File: config.mk
export PLATFORM = sky130hd
export DESIGN_NAME = ysyx_23060236_rd_arbiter_flat
export DESIGN_NICKNAME = d
export VERILOG_FILES = /design/src/rtl/ysyx_23060236_rd_arbiter_if.sv /design/src/rtl/ysyx_23060236_rd_arbiter.sv /design/src/flat_wrapper.sv
export SDC_FILE = /design/constraint.sdc
export NUM_CORES = 1
export LEC_CHECK = 0
export ABC_AREA = 0
export CAP_MARGIN = 20
export CORE_MARGIN = 4
export CORE_UTILIZATION = 35
export DETAILED_ROUTE_END_ITERATION = 16
export MAX_ROUTING_LAYER = met4
export PLACE_DENSITY = 0.92
export SLEW_MARGIN = 40
export SYNTH_ARGS = -nofsm -noshare
export SYNTH_HDL_FRONTEND = slang
export SYNTH_SLANG_ARGS = --single-unit
File: constraint.sdc
create_clock -name clock -period 4.9 [get_ports clock]
set_input_delay 0.735 -clock clock [delete_from_list [all_inputs] [get_ports clock]]
set_output_delay 0.735 -clock clock [all_outputs]
set_load 0.02 [all_outputs]
File: src/rtl/ysyx_23060236_rd_arbiter_if.sv
// ----------------------------------------------------------------------------
// ysyx_23060236_rd_arbiter_if
//
// One AXI-style read channel: address request plus read-data return.
// The IFU, the LSU and the downstream memory port each use one of these.
//
//   arvalid / arready : read-address handshake
//   ar[42:0]          : {araddr[31:0], arlen[7:0], arsize[2:0]}
//   rvalid  / rready  : read-data handshake
//   r[34:0]           : {rdata[31:0], rresp[1:0], rlast}
//
// Modports:
//   master : the side that issues addresses and consumes data
//   slave  : the side that accepts addresses and returns data
// ----------------------------------------------------------------------------
interface ysyx_23060236_rd_arbiter_if;
    logic        arvalid;
    logic        arready;
    logic [42:0] ar;
    logic        rvalid;
    logic        rready;
    logic [34:0] r;

    modport master (
        output arvalid, ar, rready,
        input  arready, rvalid, r
    );

    modport slave (
        input  arvalid, ar, rready,
        output arready, rvalid, r
    );
endinterface

File: src/rtl/ysyx_23060236_rd_arbiter.sv
// ----------------------------------------------------------------------------
// ysyx_23060236_rd_arbiter
//
// Two-master read arbiter sharing one downstream read port between the IFU
// (m0) and the LSU (m1). One transaction is in flight at a time:
// IDLE grants, AR issues the latched address, R streams beats back to the
// granted master until rlast. The LSU normally wins, but after STARVE_MAX
// consecutive LSU grants while the IFU was waiting, the IFU is forced in.
//
// Ports:
//   clock, reset : rising-edge clock, synchronous active-high reset
//   m0           : IFU read channel (slave side of the arbiter)
//   m1           : LSU read channel (slave side of the arbiter)
//   s            : downstream read channel (master side of the arbiter)
//   s_arid       : 0 when the IFU owns the transaction, 1 for the LSU
//   busy         : high whenever a transaction is in progress
//   err          : sticky flag, rlast did not line up with arlen+1
// ----------------------------------------------------------------------------
module ysyx_23060236_rd_arbiter #(
    parameter int STARVE_MAX = 4
) (
    input  logic                               clock,
    input  logic                               reset,
    ysyx_23060236_rd_arbiter_if.slave          m0,
    ysyx_23060236_rd_arbiter_if.slave          m1,
    ysyx_23060236_rd_arbiter_if.master         s,
    output logic [3:0]                         s_arid,
    output logic                               busy,
    output logic                               err
);

    localparam int SW = (STARVE_MAX < 1) ? 1 : $clog2(STARVE_MAX + 1);

    typedef enum logic [1:0] {
        IDLE = 2'd0,
        AR   = 2'd1,
        R    = 2'd2
    } state_t;

    state_t          state_q, state_d;
    logic            grant_q, grant_d;     // 0 = IFU, 1 = LSU
    logic [42:0]     ar_q, ar_d;
    logic [SW-1:0]   starve_q, starve_d;
    logic [7:0]      beat_q, beat_d;
    logic            err_q, err_d;

    logic            req_any;
    logic            starved;
    logic            pick_ifu;
    logic            in_idle;
    logic            in_r;
    logic            beat_fire;
    logic            rlast;
    logic [8:0]      beat_num;
    logic [8:0]      exp_beats;

    assign req_any  = m0.arvalid | m1.arvalid;
    assign starved  = (starve_q == SW'(STARVE_MAX));
    // IFU wins when it is the only requester, or when the LSU has starved it.
    assign pick_ifu = m0.arvalid & (~m1.arvalid | starved);

    // Every handshake output is forced low while reset is asserted, even
    // though the state flops only clear on the following edge.
    assign in_idle  = ~reset & (state_q == IDLE);
    assign in_r     = ~reset & (state_q == R);

    assign m0.arready = in_idle & pick_ifu;
    assign m1.arready = in_idle & m1.arvalid & ~pick_ifu;

    assign s.arvalid  = ~reset & (state_q == AR);
    assign s.ar       = ar_q;
    assign s_arid     = {3'b000, grant_q};

    assign s.rready   = in_r & (grant_q ? m1.rready : m0.rready);
    assign m0.rvalid  = in_r & ~grant_q & s.rvalid;
    assign m1.rvalid  = in_r &  grant_q & s.rvalid;
    assign m0.r       = s.r;
    assign m1.r       = s.r;

    assign busy       = ~reset & (state_q != IDLE);
    assign err        = err_q;

    assign beat_fire  = s.rvalid & s.rready;
    assign rlast      = s.r[0];
    // Nine bits so that arlen = 255 still has a reachable expected count.
    assign beat_num   = {1'b0, beat_q} + 9'd1;
    assign exp_beats  = {1'b0, ar_q[10:3]} + 9'd1;

    always_comb begin
        state_d  = state_q;
        grant_d  = grant_q;
        ar_d     = ar_q;
        starve_d = starve_q;
        beat_d   = beat_q;
        err_d    = err_q;

        unique case (state_q)
            IDLE: begin
                if (req_any) begin
                    grant_d = ~pick_ifu;
                    ar_d    = pick_ifu ? m0.ar : m1.ar;
                    beat_d  = 8'd0;
                    state_d = AR;
                    if (pick_ifu) begin
                        starve_d = '0;
                    end else if (m0.arvalid && !starved) begin
                        starve_d = starve_q + SW'(1);
                    end
                end
            end
            AR: begin
                if (s.arready) begin
                    state_d = R;
                end
            end
            R: begin
                if (beat_fire) begin
                    beat_d = (beat_q == 8'hFF) ? beat_q : beat_q + 8'd1;
                    if (rlast) begin
                        state_d = IDLE;
                        if (beat_num != exp_beats) begin
                            err_d = 1'b1;
                        end
                    end else if (beat_num == exp_beats) begin
                        // Burst should have ended here; keep draining until rlast.
                        err_d = 1'b1;
                    end
                end
            end
            default: begin
                state_d = IDLE;
            end
        endcase
    end

    always_ff @(posedge clock) begin
        if (reset) begin
            state_q  <= IDLE;
            grant_q  <= 1'b0;
            ar_q     <= '0;
            starve_q <= '0;
            beat_q   <= 8'd0;
            err_q    <= 1'b0;
        end else begin
            state_q  <= state_d;
            grant_q  <= grant_d;
            ar_q     <= ar_d;
            starve_q <= starve_d;
            beat_q   <= beat_d;
            err_q    <= err_d;
        end
    end

endmodule

File: src/flat_wrapper.sv
// flat-port wrapper written by rule: the top's interface ports become plain ports
module ysyx_23060236_rd_arbiter_flat 
#(
    parameter int STARVE_MAX = 4
)
  (clock, reset, s_arid, busy, err, m0_arvalid, m0_ar, m0_rready, m0_arready, m0_rvalid, m0_r, m1_arvalid, m1_ar, m1_rready, m1_arready, m1_rvalid, m1_r, s_arvalid, s_ar, s_rready, s_arready, s_rvalid, s_r);
  ysyx_23060236_rd_arbiter_if m0_i ();
  ysyx_23060236_rd_arbiter_if m1_i ();
  ysyx_23060236_rd_arbiter_if s_i ();
  input  logic clock;
  input  logic reset;
  output logic [3:0] s_arid;
  output logic busy;
  output logic err;
  input wire logic [$bits(m0_i.arvalid)-1:0] m0_arvalid;
  input wire logic [$bits(m0_i.ar)-1:0] m0_ar;
  input wire logic [$bits(m0_i.rready)-1:0] m0_rready;
  output wire logic [$bits(m0_i.arready)-1:0] m0_arready;
  output wire logic [$bits(m0_i.rvalid)-1:0] m0_rvalid;
  output wire logic [$bits(m0_i.r)-1:0] m0_r;
  input wire logic [$bits(m1_i.arvalid)-1:0] m1_arvalid;
  input wire logic [$bits(m1_i.ar)-1:0] m1_ar;
  input wire logic [$bits(m1_i.rready)-1:0] m1_rready;
  output wire logic [$bits(m1_i.arready)-1:0] m1_arready;
  output wire logic [$bits(m1_i.rvalid)-1:0] m1_rvalid;
  output wire logic [$bits(m1_i.r)-1:0] m1_r;
  output wire logic [$bits(s_i.arvalid)-1:0] s_arvalid;
  output wire logic [$bits(s_i.ar)-1:0] s_ar;
  output wire logic [$bits(s_i.rready)-1:0] s_rready;
  input wire logic [$bits(s_i.arready)-1:0] s_arready;
  input wire logic [$bits(s_i.rvalid)-1:0] s_rvalid;
  input wire logic [$bits(s_i.r)-1:0] s_r;
  assign m0_i.arvalid = m0_arvalid;
  assign m0_i.ar = m0_ar;
  assign m0_i.rready = m0_rready;
  assign m0_arready = m0_i.arready;
  assign m0_rvalid = m0_i.rvalid;
  assign m0_r = m0_i.r;
  assign m1_i.arvalid = m1_arvalid;
  assign m1_i.ar = m1_ar;
  assign m1_i.rready = m1_rready;
  assign m1_arready = m1_i.arready;
  assign m1_rvalid = m1_i.rvalid;
  assign m1_r = m1_i.r;
  assign s_arvalid = s_i.arvalid;
  assign s_ar = s_i.ar;
  assign s_rready = s_i.rready;
  assign s_i.arready = s_arready;
  assign s_i.rvalid = s_rvalid;
  assign s_i.r = s_r;
  ysyx_23060236_rd_arbiter #(.STARVE_MAX(STARVE_MAX)) u_core (.clock(clock), .reset(reset), .m0(m0_i), .m1(m1_i), .s(s_i), .s_arid(s_arid), .busy(busy), .err(err));
endmodule
== Word-level counts from Yosys, hierarchy flattened ==
Cells that the tools add are included.
Storage, ports and cells
  register bits: 58
  input bits: 129
  output and inout bits: 125
  word-level logic and storage cells: 70
Cells by class
  $add $sub $neg: 4
  equality and inequality tests: 12
  muxes and demuxes: 16
  bitwise gates (word level): 20
  reduce and logical (&&, ||, !) cells: 12
Operator list (number)
  $mux W43: 1
  $mux W8: 3
  $add A8 B1 Y9 const B: 2
  $pmux W8 S2: 1
  $and A1 B1 Y1: 14
  $reduce_and A4 Y1: 3
  $eq A9 B9 Y1: 1
  $ne A9 B9 Y1: 1
  $add A8 B1 Y8 const B: 1
  $eq A8 B8 Y1 const B: 1
  $mux W2: 4
  $reduce_bool A2 Y1: 4
  $mux W3: 2
  $ne A2 B1 Y1 const B: 3
  $ne A2 B2 Y1 const B: 3
  $pmux W2 S3: 1
  $mux W1: 4
  $not A1 Y1: 4
  $add A3 B1 Y3 const B: 1
  $eq A3 B3 Y1 const B: 1
  $reduce_and A3 Y1: 1
  $eq A2 B1 Y1 const B: 1
  $eq A2 B2 Y1 const B: 1
  $logic_not A2 Y1: 1
  other kinds (4): 5

== Logic depth before layout (Yosys ltp) ==
Gate-level depths: netlist of the first run.
  depth in word-level cells: 6
  depth in mapped cells: 8
  gate-level depth less buffers: 7

== Worst setup path after synthesis of the first run ==
OpenSTA, ideal clock, no wires.
  path type: input to output
  start: input port m1_arvalid
  end: output port m0_arready
  data arrival time: 1810 ps
  data required time: 4165 ps
  setup slack: 2355 ps
  cell stages on the path: 4
  buffers on the path: 1
  cell sequence: nand2_1 > nand2_1 > clkbuf_1 > nor4_1
On the way
  longest elaborated chain between the ends: 4
Ends and longest elaborated chain
  from (decl): RTL line flat_wrapper.sv:21  | input wire logic [$bits(m1_i.arvalid)-1:0] m1_arvalid;
  $not A1 Y1: RTL line ysyx_23060236_rd_arbiter.sv:60  | assign pick_ifu = m0.arvalid & (~m1.arvalid | starved);
  $or A1 B1 Y1: RTL line ysyx_23060236_rd_arbiter.sv:60
  $and A1 B1 Y1: RTL line ysyx_23060236_rd_arbiter.sv:60
  $and A1 B1 Y1: RTL line ysyx_23060236_rd_arbiter.sv:67  | assign m0.arready = in_idle & pick_ifu;
  to (decl): RTL line flat_wrapper.sv:18  | output wire logic [$bits(m0_i.arready)-1:0] m0_arready;
Every way passes these cells.

== Worst setup path after layout of the first run ==
Same ends and word-level chain as after synthesis.

==> impl_metrics.py, run 1 <==
metrics = {
    "cts": {
        "clock_path_buffers": 2,
        "clkTransAtPathRegs_ps": 60,
        "cts.sinks": 58,
        "cts_resized": 0,
        "root_buffer": "clkbuf_8",
        "postCtsHoldBufs": 0,
        "cts.htree.levels": 3,
        "cts_buffers": 9,
        "tritoncts": "yes",
        "clk_latency_ps": 320,
        "post_cts_buffers": 0,
    },
    "floorplan": {
        "core_mm2": 0.00986,
        "fp-row-count": 36,
        "die_y_um": 109,
        "pin_count": 254,
        "chipWidth_um": 109,
        "start_util_pct": 36.2,
        "die-area_mm2": 0.0119,
    },
    "cells_and_area": {
        "num-fill-cells": 911,
        "fin_nets": 654,
        "multi_input_area_mm2": 0.00173,
        "regArea_mm2": 0.00116,
        "drive_gt1_share_pct": 5.52,
        "area_delta_synth_final_pct": 33.8,
    },
    "synthesis": {
        "ys_seq_area_share_pct": 32.5,
        "async_flop_share_pct": 0,
        "synthDistinctLibCells": 45,
        "yosysWarnings": 0,
        "synth-main-ff-cell": "dfxtp_1",
        "synth-edff-count": 0,
        "synthCells": 463,
        "avgSynthCellArea_um2": 7.71,
        "ys_ff_latch": 58,
        "synthesis.area_mm2": 0.00357,
    },
    "critical_path": {
        "path_class": "in -> out",
        "crit_path_start_kind": "primary input",
        "critPathArrivalTime_ps": 2250,
        "crit_required_ps": 4160,
        "end_kind": "output pin",
        "r2r_slack_ps": 2570,
        "crit_fanout": 4,
    },
    "pwr": {
        "intPower_mw": 1.01,
        "p_comb_share_pct": 29.3,
        "clock_power_share_pct": 31.6,
        "switching_share_pct": 30.4,
        "ir_worst_vdd_uv": 128,
        "powerDensity_mw_per_mm2": 303,
        "leakage_nw": 1.78,
        "total_power_mw": 1.45,
        "seqPwrFrac_pct": 39.1,
        "net-switching-power_mw": 0.440,
    },
    "grt": {
        "grt.total_usage_pct": 17.4,
        "grt_max_degree": 49,
        "grt_pass1_vias": 3333,
        "grt_pass1_wl_um": 16000,
        "grt-ovfl-total": 0,
        "antenna_found_initial": 1,
    },
    "timing": {
        "slew_headroom_pct": 64.4,
        "worst_pin_slew_ps": 533,
        "setup_viol": 0,
        "grt_setup_unrepaired": "false",
        "slew_violations": 0,
        "period_share_pct": 61.0,
        "hold_viol": 0,
        "setup-tns-final_ps": 0,
        "fin_crit_ps": 2990,
        "fin_skew_ps": 7.82,
        "fmax_mhz": 335,
    },
    "place": {
        "port_buffers": 148,
        "dp.final_hpwl_um": 7750,
        "gp_congestion": 0.865,
    },
    "run_status": {
        "status": "complete, no violations",
    },
    "route": {
        "drc": 0,
        "drt_pass1_iterations": 4,
        "detail-route-antenna-nets": 0,
        "drtIter0Drc": 164,
        "drt-wirelength-per-cell_um": 15.8,
        "vias_per_cell": 5.18,
        "num_vias": 3412,
        "wirelength_um": 10400,
    },
    "hold_path": {
        "worstHoldPathType": "reg -> reg",
    },
    "job": {
        "max-cap-violations": 0,
    },
}
area by class of cell:
type,count,share of cell area [%]
flip-flops and latches,58,24.3
multi-input cells,298,36.3
clock inverters,2,0.733
diodes,1,0.0524
well taps,133,3.48
clock buffers,13,3.53
repair buffers,152,31.5
inverters,2,0.157
stage by stage:
step	util [%]	worst slack (ps)	hold WS, ps	std cells	instance area, um2
2_1_floorplan	-	2350	446	465	3580
6_report	48.5	1910	491	659	4780
3_3_place_gp	46.3	1720	468	643	4560
5_1_grt	48.5	1780	512	659	4780
4_1_cts	48.3	1690	498	658	4770
3_5_place_dp	46.3	1680	490	643	4560
path summary, 6_finish.rpt:
path,to,start,cells after the start
min reg2reg,u_core.beat_q[5]$_SDFFE_PP0P_,u_core.beat_q[5]$_SDFFE_PP0P_,2
max,m0_arready,m1_arvalid,5
min,u_core.beat_q[5]$_SDFFE_PP0P_,u_core.beat_q[5]$_SDFFE_PP0P_,2
max reg2reg,u_core.s.ar[24]$_SDFFE_PP0P_,u_core.state_q[1]$_SDFFE_PP0P_,5
sequential cells by signal, indices dropped and copies added (netlist names):
name             cells
u_core.grant_q       1
u_core.s.ar         43
u_core.err           1
u_core.beat_q        8
u_core.state_q       2
u_core.starve_q      3
cells by family (layout without fill, tap and decap cells):
family | Yosys count | count (layout) | synth area share [%]
AO/OA/AOI/OAI | 69 | 69 | 15.7
flip-flops | 58 | 58 | 32.5
adder cells (fa/ha/maj) | 4 | 4 | 1.40
other | 1 | 4 | 0.105
XOR/XNOR | 18 | 18 | 4.63
AND/OR/NAND/NOR | 203 | 203 | 26.0
multiplexers | 1 | 1 | 0.280
buffers and inverters | 109 | 169 | 19.4
layout by cell type (no fill, tap or decap), types with 2 or more instances in the layout:
| cell | count |
|---|---|
| o22a_1 | 2 |
| conb_1 | 3 |
| xnor2_1 | 13 |
| nand3_1 | 55 |
| clkdlybuf4s50_1 | 146 |
| clkbuf_8 | 12 |
| nand3b_1 | 2 |
| buf_4 | 5 |
| nand4_1 | 2 |
| o21ai_1 | 4 |
| a311oi_1 | 44 |
| nor2_1 | 63 |
| dfxtp_1 | 58 |
| and4_1 | 2 |
| xor2_1 | 4 |
| a21oi_1 | 8 |
| ha_1 | 4 |
| nor3_1 | 3 |
| inv_1 | 2 |
| nand2_1 | 61 |
| and2_1 | 3 |
power groups by stage:
stage          Combinational [mW]  Clock [mW]  Sequential [mW]
5_1_grt                     0.458       0.492            0.573
4_1_cts                     0.426       0.472            0.566
3_5_place_dp                0.424           0            0.576
2_1_floorplan               0.256           0            0.618
6_report                    0.424       0.457            0.566
3_3_place_gp                0.413           0            0.572
routing by layer:
metal / GRT usage, % / routed length (um) / vias to the layer above
li1: - / - / 1657
met1: 18.5 / 4050 / 1597
met2: 30.7 / 5460 / 124
met3: 3.55 / 655 / 34
met4: 8.48 / 262 / 0
met5: - / 0 / -
synth_stat cells, types with 5 or more instances:
master	number	share of area, %
a21oi_1	8	1.1
nand2_1	62	6.5
xnor2_1	13	3.2
buf_2	5	0.70
buf_4	74	16
clkbuf_1	27	2.8
a311oi_1	44	11
nand3_1	55	7.7
dfxtp_1	58	33
nor2_1	63	6.6
worst max-delay path, cell delays in order:
cell	delay, ps
clkdlybuf4s50_1	480
nand2_2	90
nand2_1	70
nor4_1	210
clkdlybuf4s50_1	660
(Power assumes the default switching activity.)
==> run 2: changes to the inputs <==
Clock period 4.9 ns to 2.85 ns, I/O delays scaled along.
==> run 2 against run 1 <==
  * Sequential share of layout area decreased by 0.057 points
  * Cell count increased by 0.30%
  * Sequential power increased by 72%
  * Largest cell class unchanged
  * Clock skew increased by 6.0 ps
  * Largest power group unchanged
  * Combinational power increased by 74%
  * Global-route usage increased by 1.1 points
  * Count of clock-buffer cells in the layout unchanged
  * Power increased by 73%
==> impl_metrics.py, run 2 (synthesis gave the netlist of run 1 again) <==
metrics = {
    "run_status": {
        "status": "complete, no violations",
    },
    "hold_path": {
        "worstHoldPathType": "in -> reg",
    },
    "route": {
        "wl_met3_um": 809,
        "drc": 0,
        "drt-wirelength-per-cell_um": 16.7,
        "vias_per_cell": 5.29,
        "wirelength_um": 11000,
        "drt_pass1_iterations": 4,
        "highest_layer": "met4",
        "wl_met2_um": 5580,
        "detail-route-antenna-nets": 0,
        "num_vias": 3498,
        "wl_met1_um": 4200,
        "drtIter0Drc": 216,
    },
    "grt": {
        "grt_max_degree": 48,
        "grt.total_usage_pct": 18.5,
        "grt_pass1_vias": 3465,
        "grt_pass1_wl_um": 16800,
        "antenna_found_initial": 0,
        "grt-ovfl-total": 0,
    },
    "cells_and_area": {
        "regArea_mm2": 0.00116,
        "mostFrequentLayoutCells": "146 x clkdlybuf4s50_1, 63 x nor2_1, 61 x nand2_1, 58 x dfxtp_1, 55 x nand3_1",
        "drive_gt1_share_pct": 6.06,
        "largest_reg_flops": 43,
        "num-fill-cells": 934,
        "mostFrequentLayoutCell": "clkdlybuf4s50_1",
        "fin_nets": 657,
        "multi_input_area_mm2": 0.00173,
        "num_antenna_cells": 0,
        "area_delta_synth_final_pct": 34.2,
    },
    "critical_path": {
        "crit_path_start_kind": "register",
        "end_kind": "output pin",
        "critPathArrivalTime_ps": 2090,
        "path_class": "reg -> out",
        "crit_required_ps": 2420,
        "r2r_slack_ps": 790,
        "rr_endpoint": "u_core.s.ar[2]$_SDFFE_PP0P_",
        "worstSetupStartpoint": "u_core.starve_q[0]$_SDFFE_PP0P_",
        "worstRegToRegCells": 6,
        "crit_path_end": "m1_arready",
        "r2r_start": "u_core.state_q[1]$_SDFFE_PP0P_",
        "crit_fanout": 4,
    },
    "timing": {
        "worst_pin_slew_ps": 528,
        "fin_worst_hold_slack_ps": 425,
        "hold_viol": 0,
        "slew_headroom_pct": 64.8,
        "setup-tns-final_ps": 0,
        "period_share_pct": 88.2,
        "fin_crit_ps": 2510,
        "setup_viol": 0,
        "fin_skew_ps": 13.8,
        "fmax_mhz": 398,
        "grt_setup_unrepaired": "false",
        "slew_violations": 0,
    },
    "cts": {
        "root_buffer": "clkbuf_8",
        "post_cts_buffers": 0,
        "cts.htree.levels": 3,
        "clkTransAtPathRegs_ps": 70,
        "cts_buffers": 9,
        "clock_path_buffers": 2,
        "cts_resized": 0,
        "clk_latency_ps": 330,
        "postCtsHoldBufs": 0,
        "tritoncts": "yes",
        "cts.sinks": 58,
    },
    "floorplan": {
        "fp-row-count": 36,
        "chipWidth_um": 109,
        "die_y_um": 109,
        "core_mm2": 0.00986,
        "pin_count": 254,
        "start_util_pct": 36.2,
        "die-area_mm2": 0.0119,
    },
    "place": {
        "dp.final_hpwl_um": 8020,
        "gp_congestion": 0.867,
        "port_buffers": 148,
    },
    "pwr": {
        "powerDensity_mw_per_mm2": 523,
        "leakage_nw": 1.79,
        "ir_worst_vdd_uv": 229,
    },
    "job": {
        "max-cap-violations": 0,
    },
}
==> run 2: cell types whose count changed in the layout (fill, tap and decap cells not counted), sizes merged <==
| cell | change |
|---|---|
| buf | +3 |
| diode | -1 |
==> run 2: layer usage <==
metal | vias up | track usage (%)
met4 | 0 | 8.48
met5 | - | -
met2 | 148 | 31.4
met3 | 44 | 4.56
met1 | 1642 | 20.4
li1 | 1664 | -
==> run 2: cell type report <==
class / instances / share of cell area (%)
multi-input cells: 298 / 36.1
repair buffers: 155 / 31.8
flip-flops and latches: 58 / 24.2
clock buffers: 13 / 3.53
well taps: 133 / 3.47
clock inverters: 2 / 0.731
inverters: 2 / 0.157
==> run 2: report_power, final <==
group,total (mW),switching (mW),internal [mW]
logic,0.739,0.371,0.368
registers,0.972,0.0761,0.895
clock network,0.796,0.326,0.470
==> run 2: metrics by stage <==
stage          util [%]  instances  total power, mW  instance area (um2)  setup WS, ps
3_3_place_gp       46.5        646             1.70                 4590           497
2_1_floorplan         -        465             1.50                 3580           796
3_5_place_dp       46.5        646             1.73                 4590           396
5_1_grt            48.6        661             2.65                 4790           195
4_1_cts            48.6        661             2.54                 4790           321
6_report           48.6        661             2.51                 4790           337
==> run 2: worst min-delay path by stage <==
stage / cells after the start / end / from / slack (ps)
floorplan: 2 / u_core.beat_q[5]$_SDFFE_PP0P_ / u_core.beat_q[5]$_SDFFE_PP0P_ / 450
global placement: 2 / u_core.beat_q[5]$_SDFFE_PP0P_ / u_core.beat_q[5]$_SDFFE_PP0P_ / 470
detailed placement: 2 / u_core.beat_q[5]$_SDFFE_PP0P_ / u_core.beat_q[5]$_SDFFE_PP0P_ / 470
CTS: 2 / u_core.grant_q$_SDFFE_PP0P_ / m0_arvalid / 410
global route: 2 / u_core.grant_q$_SDFFE_PP0P_ / m0_arvalid / 420
finish: 2 / u_core.grant_q$_SDFFE_PP0P_ / m0_arvalid / 420
==> run 2: worst max-delay path: stages, from the launching register on <==
cell             delay (ps)
dfxtp_1                 380
inv_1                    60
ha_1                    190
nand2_1                  80
nand2_2                  60
nand2_1                 130
and4b_1                 220
clkdlybuf4s50_1         630
==> RTL change 1 (flow settings as in run 2) <==
`ar_q` no longer has a reset.
--- a/src/rtl/ysyx_23060236_rd_arbiter.sv
+++ b/src/rtl/ysyx_23060236_rd_arbiter.sv
@@ -137,19 +137,21 @@
         if (reset) begin
             state_q  <= IDLE;
             grant_q  <= 1'b0;
-            ar_q     <= '0;
             starve_q <= '0;
             beat_q   <= 8'd0;
             err_q    <= 1'b0;
         end else begin
             state_q  <= state_d;
             grant_q  <= grant_d;
-            ar_q     <= ar_d;
             starve_q <= starve_d;
             beat_q   <= beat_d;
             err_q    <= err_d;
         end
     end
 
+    always_ff @(posedge clock) begin
+        ar_q <= ar_d;
+    end
+
 endmodule
 
Formal check against the unedited RTL: not equivalent (a bounded check fails within 4 cycles, from zero or initial values and one cycle with reset high).
==> RTL change 1 against run 2 <==
  * Sequential power rose by 8%
  * Clock power rose by 12%
  * Final area rose by 0.34%
  * Wire length fell by 18%
  * Setup slack got worse by 0.18 ns
  * Combinational power fell by 20%
  * Area after synthesis fell by 2.3%
  * Power rose by 1.2%
  * Sequential cell count did not move
  * Critical endpoint is now m0_rvalid
==> RTL change 1: results (changes against run 2) <==
synth_compound_area_frac: 0.05022  # was 0.1570
yosys-top-cells-count: "74 x buf_4, 44 x mux2_2, 43 x edfxtp_1, 19 x nor2_1, 15 x dfxtp_1"  # was 74 x buf_4, 63 x nor2_1, 62 x nand2_1, 58 x dfxtp_1, 55 x nand3_1
firstDrtPassIters: 4  # unchanged
hold_path.class: "register to register"  # was input pin to register
gp_congestion: 0.8211  # was 0.8674
first_iter_violations: 73  # was 216
synth_fa_ha_area_frac: 0.01435  # was 0.01402
numPortBuffers: 148  # unchanged
internal_power_uw: 1904  # was 1734 uW
wl_mm: 9.078  # was 11.02 mm
reg2reg_to: "u_core.s.ar[10]"  # was u_core.s.ar[2]
grt_use_total: 0.1610  # was 0.1848
reg2reg_depth: 7  # was 6
period_needed_ns: 2.689  # was 2.513 ns
fin_hold_ws_ns: 0.4944  # was 0.4247 ns
synth_mux_area_frac: 0.1478  # was 0.002803
clock_skew_ns: 0.008079  # was 0.01382 ns
leakage_uw: 0.001746  # was 0.001789 uW
yosys.cell_types.count: 47  # was 45
cp_top_family: "simple AND/OR/NAND/NOR gates"  # was buffers and inverters
critical_path.endpoint: "m0_rvalid"  # was m1_arready
ys.flop_type: "edfxtp_1"  # was dfxtp_1
grt_pass1_vias: 2714  # was 3465
min-delay-start: "u_core.starve_q[2]"  # was m0_arvalid
reg2reg_from: "u_core.starve_q[0]"  # was u_core.state_q[1]
synth-xor-area-share: 0.04663  # was 0.04625
antenna_found_initial: 0  # unchanged
cp-startpoint: "u_core.state_q[1]"  # was u_core.starve_q[0]
final_nets: 525  # was 657
seq_area_frac_synth: 0.4562  # was 0.3252
r2r_slack_ns: 0.76  # was 0.79 ns
synth_edf_count: 43  # was 0
power.share.clock: 0.352  # was 0.318
largest_reg_flops: 43  # unchanged
htreeDepth: 3  # unchanged
grt_pass1_wl_mm: 13.68  # was 16.79 mm
whs_endpoint: "u_core.starve_q[2]"  # was u_core.grant_q
ys_top_cells_by_area: "edfxtp_1 37%, buf_4 16%, mux2_2 14%"  # was dfxtp_1 33%, buf_4 16%, a311oi_1 11%
critPathMaxStageDelay_ns: 0.61  # was 0.63 ns
status: "complete, no violations"  # unchanged
place_ws_ns: 0.3332  # was 0.3961 ns
vias_per_cell: 4.785  # was 5.292
dp_cells: 514  # was 646
ir_worst_vdd_mv: 0.2942  # was 0.2290 mV
postPlaceCellArea_um2: 4576  # was 4587 um2
critPathMaxFanout: 9  # was 4
via_count: 2536  # was 3498
grt_max_degree: 44  # was 48
maxSlewHeadroom: 0.6122  # was 0.6481
drive_above_1_share: 0.1688  # was 0.06061
dp_hpwl_mm: 7.403  # was 8.019 mm
pg_clk_uw: 892  # was 796 uW
synth_cells: 311  # was 463
arrival_ns: 2.26  # was 2.09 ns
combinationalPower_uw: 592  # was 739 uW
-- RTL change 1: changes by cell type after synthesis, sizes merged, moves of 5 or more --
cell / run 2 / this run
a311oi: 44 / 1
clkbuf: 27 / 5
dfxtp: 58 / 15
edfxtp: 0 / 43
mux2: 0 / 44
nand2: 62 / 13
nand3: 55 / 7
nor2: 64 / 19
xnor2: 14 / 7
xor2: 4 / 9
-- RTL change 1: layer usage --
layer | global-route usage | vias up | wire, um
li1 | - | 1189 | -
met1 | 0.1427 | 1176 | 2846
met2 | 0.3020 | 150 | 5014
met3 | 0.05999 | 21 | 1016
met4 | 0.07033 | 0 | 201
met5 | - | - | 0
-- RTL change 1: layout make-up --
type / count / area [um2]
Fill cell: 873 / 4922
Timing Repair Buffer: 151 / 1504
Clock inverter: 7 / 107.6
Sequential cell: 58 / 1592
Inverter: 6 / 22.52
Multi-Input combinational cell: 166 / 1291
Clock buffer: 9 / 123.9
Tap cell: 133 / 166.4
==> RTL change 2 (settings of run 2) <==
Without the edit above. `STARVE_MAX` is set to 4 in 2 places; all go to 8.
--- a/src/rtl/ysyx_23060236_rd_arbiter.sv
+++ b/src/rtl/ysyx_23060236_rd_arbiter.sv
@@ -17,7 +17,7 @@
 //   err          : sticky flag, rlast did not line up with arlen+1
 // ----------------------------------------------------------------------------
 module ysyx_23060236_rd_arbiter #(
-    parameter int STARVE_MAX = 4
+    parameter int STARVE_MAX = 8
 ) (
     input  logic                               clock,
     input  logic                               reset,
--- a/src/flat_wrapper.sv
+++ b/src/flat_wrapper.sv
@@ -1,7 +1,7 @@
 // flat-port wrapper written by rule: the top's interface ports become plain ports
 module ysyx_23060236_rd_arbiter_flat 
 #(
-    parameter int STARVE_MAX = 4
+    parameter int STARVE_MAX = 8
 )
   (clock, reset, s_arid, busy, err, m0_arvalid, m0_ar, m0_rready, m0_arready, m0_rvalid, m0_r, m1_arvalid, m1_ar, m1_rready, m1_arready, m1_rvalid, m1_r, s_arvalid, s_ar, s_rready, s_arready, s_rvalid, s_r);
   ysyx_23060236_rd_arbiter_if m0_i ();
Check against the original RTL: no difference found for any inputs over 10 cycles, from zero or initial values and one cycle with reset high; that may be too few to reach the edited logic, so the function may still have changed.
==> RTL change 2 against run 2 <==
  * Power grew 0.77%
  * Area after synthesis grew 2.8%
  * Sequential cell count grew 1
  * Critical path depth shrank 4
  * Final area grew 2.5%
  * Clock power grew 3.4%
  * Clock skew shrank 0.0062 ns
  * Sequential power is essentially flat
  * Hold slack gained 0.0055 ns
  * Die area grew 2.6%
  * Wire length shrank 15%
  * Setup slack lost 0.12 ns
  * Sequential share of layout area shrank 0.19 points
==> RTL change 2: results (changes against run 2) <==
status: "complete, no violations"  # unchanged
grt_max_degree: 88  # was 48
dp_hpwl_mm: 7.238  # was 8.019 mm
leakage_uw: 0.001830  # was 0.001789 uW
holdPathStages: 2  # unchanged
grt_use_met3: 0.04892  # was 0.04559
dp_cells: 620  # was 646
grt_pass1_vias: 3038  # was 3465
clockBufferDepth: 2  # unchanged
critPathMaxFanout: 11  # was 4
postPlaceCellArea_um2: 4682  # was 4587 um2
arrival_ns: 2.21  # was 2.09 ns
syn_area_per_cell_um2: 8.574  # was 7.713 um2
met2_usage: 0.2513  # was 0.3136
wl_mm: 9.324  # was 11.02 mm
grt_use_total: 0.1537  # was 0.1848
grt_pass1_wl_mm: 14.11  # was 16.79 mm
via_count: 3167  # was 3498
yosys-top-cells-count: "74 x buf_4, 67 x nor2_1, 59 x dfxtp_1, 44 x mux2i_1, 43 x a211oi_1"  # was 74 x buf_4, 63 x nor2_1, 62 x nand2_1, 58 x dfxtp_1, 55 x nand3_1
seq_area_frac_synth: 0.3219  # was 0.3252
final_nets: 629  # was 657
drive_above_1_share: 0.05988  # was 0.06061
place_ws_ns: 0.1999  # was 0.3961 ns
ys_top_cells_by_area: "dfxtp_1 32%, buf_4 15%, mux2i_1 12%"  # was dfxtp_1 33%, buf_4 16%, a311oi_1 11%
numCtsBuffers: 9  # unchanged
ys.flop_type: "dfxtp_1"  # unchanged
clock_skew_ns: 0.007605  # was 0.01382 ns
gp_congestion: 0.8145  # was 0.8674
antenna_found_initial: 1  # was 0
first_iter_violations: 122  # was 216
yosysWarnings: 0  # unchanged
ir_worst_vdd_mv: 0.2477  # was 0.2290 mV
yosys.cell_types.count: 47  # was 45
reg2reg_depth: 6  # unchanged
fin_cells: 638  # was 661
maxSlewHeadroom: 0.5301  # was 0.6481
use_met1: 0.1703  # was 0.2039
## RTL change 2: kinds of logic after synthesis
logic type,synth area share
buf+inv,0.1899
xor+xnor,0.04466
simple gates,0.1640
mux,0.1200
other cells,0.001022
fa+ha+maj,0.01364
compound gates,0.1449
flops,0.3219
## RTL change 2: critical path, cell delays in order, from the launching register on
cell             delay [ns]
dfxtp_1                0.54
or3b_1                 0.57
nor2_1                 0.15
clkdlybuf4s50_1        0.61
## RTL change 2: worst paths after layout
kind	from	to	slack, ns
max	u_core.state_q[1]	s_rready	0.21
min	reset	u_core.state_q[1]	0.43
max reg2reg	u_core.state_q[1]	u_core.beat_q[3]	0.55
min reg2reg	u_core.s.ar[40]	u_core.s.ar[40]	0.50
## RTL change 2: report_power, final
part	total, uW	internal (uW)	leakage (uW)	switching, uW
registers	970	906	0.000487	64.1
logic	733	379	0.00124	353
clock network	823	490	0.000103	334
## RTL change 2: cell type report
| cell class | instances | area (um2) |
|---|---|---|
| antenna | 1 | 2.502 |
| clock buffer | 11 | 131.4 |
| sequential | 59 | 1181 |
| clock inverter | 5 | 77.57 |
| tap | 136 | 170.2 |
| timing repair buffer | 154 | 1533 |
| fill | 961 | 5365 |
| multi-input combinational | 268 | 1802 |
| inverter | 4 | 15.01 |
## RTL change 2: per-layer routing
| layer | vias to the layer above | share of wire |
|---|---|---|
| li1 | 1566 | - |
| met1 | 1425 | 0.41 |
| met2 | 144 | 0.49 |
| met3 | 32 | 0.088 |
| met4 | 0 | 0.021 |
| met5 | - | 0 |
## RTL change 2: repair_timing
| action | 4_1_cts | 5_1_grt |
|---|---|---|
| buffers inserted | 0 | 0 |
| setup endpoints to repair | 1 | 0 |
| resized for setup | 1 | 0 |
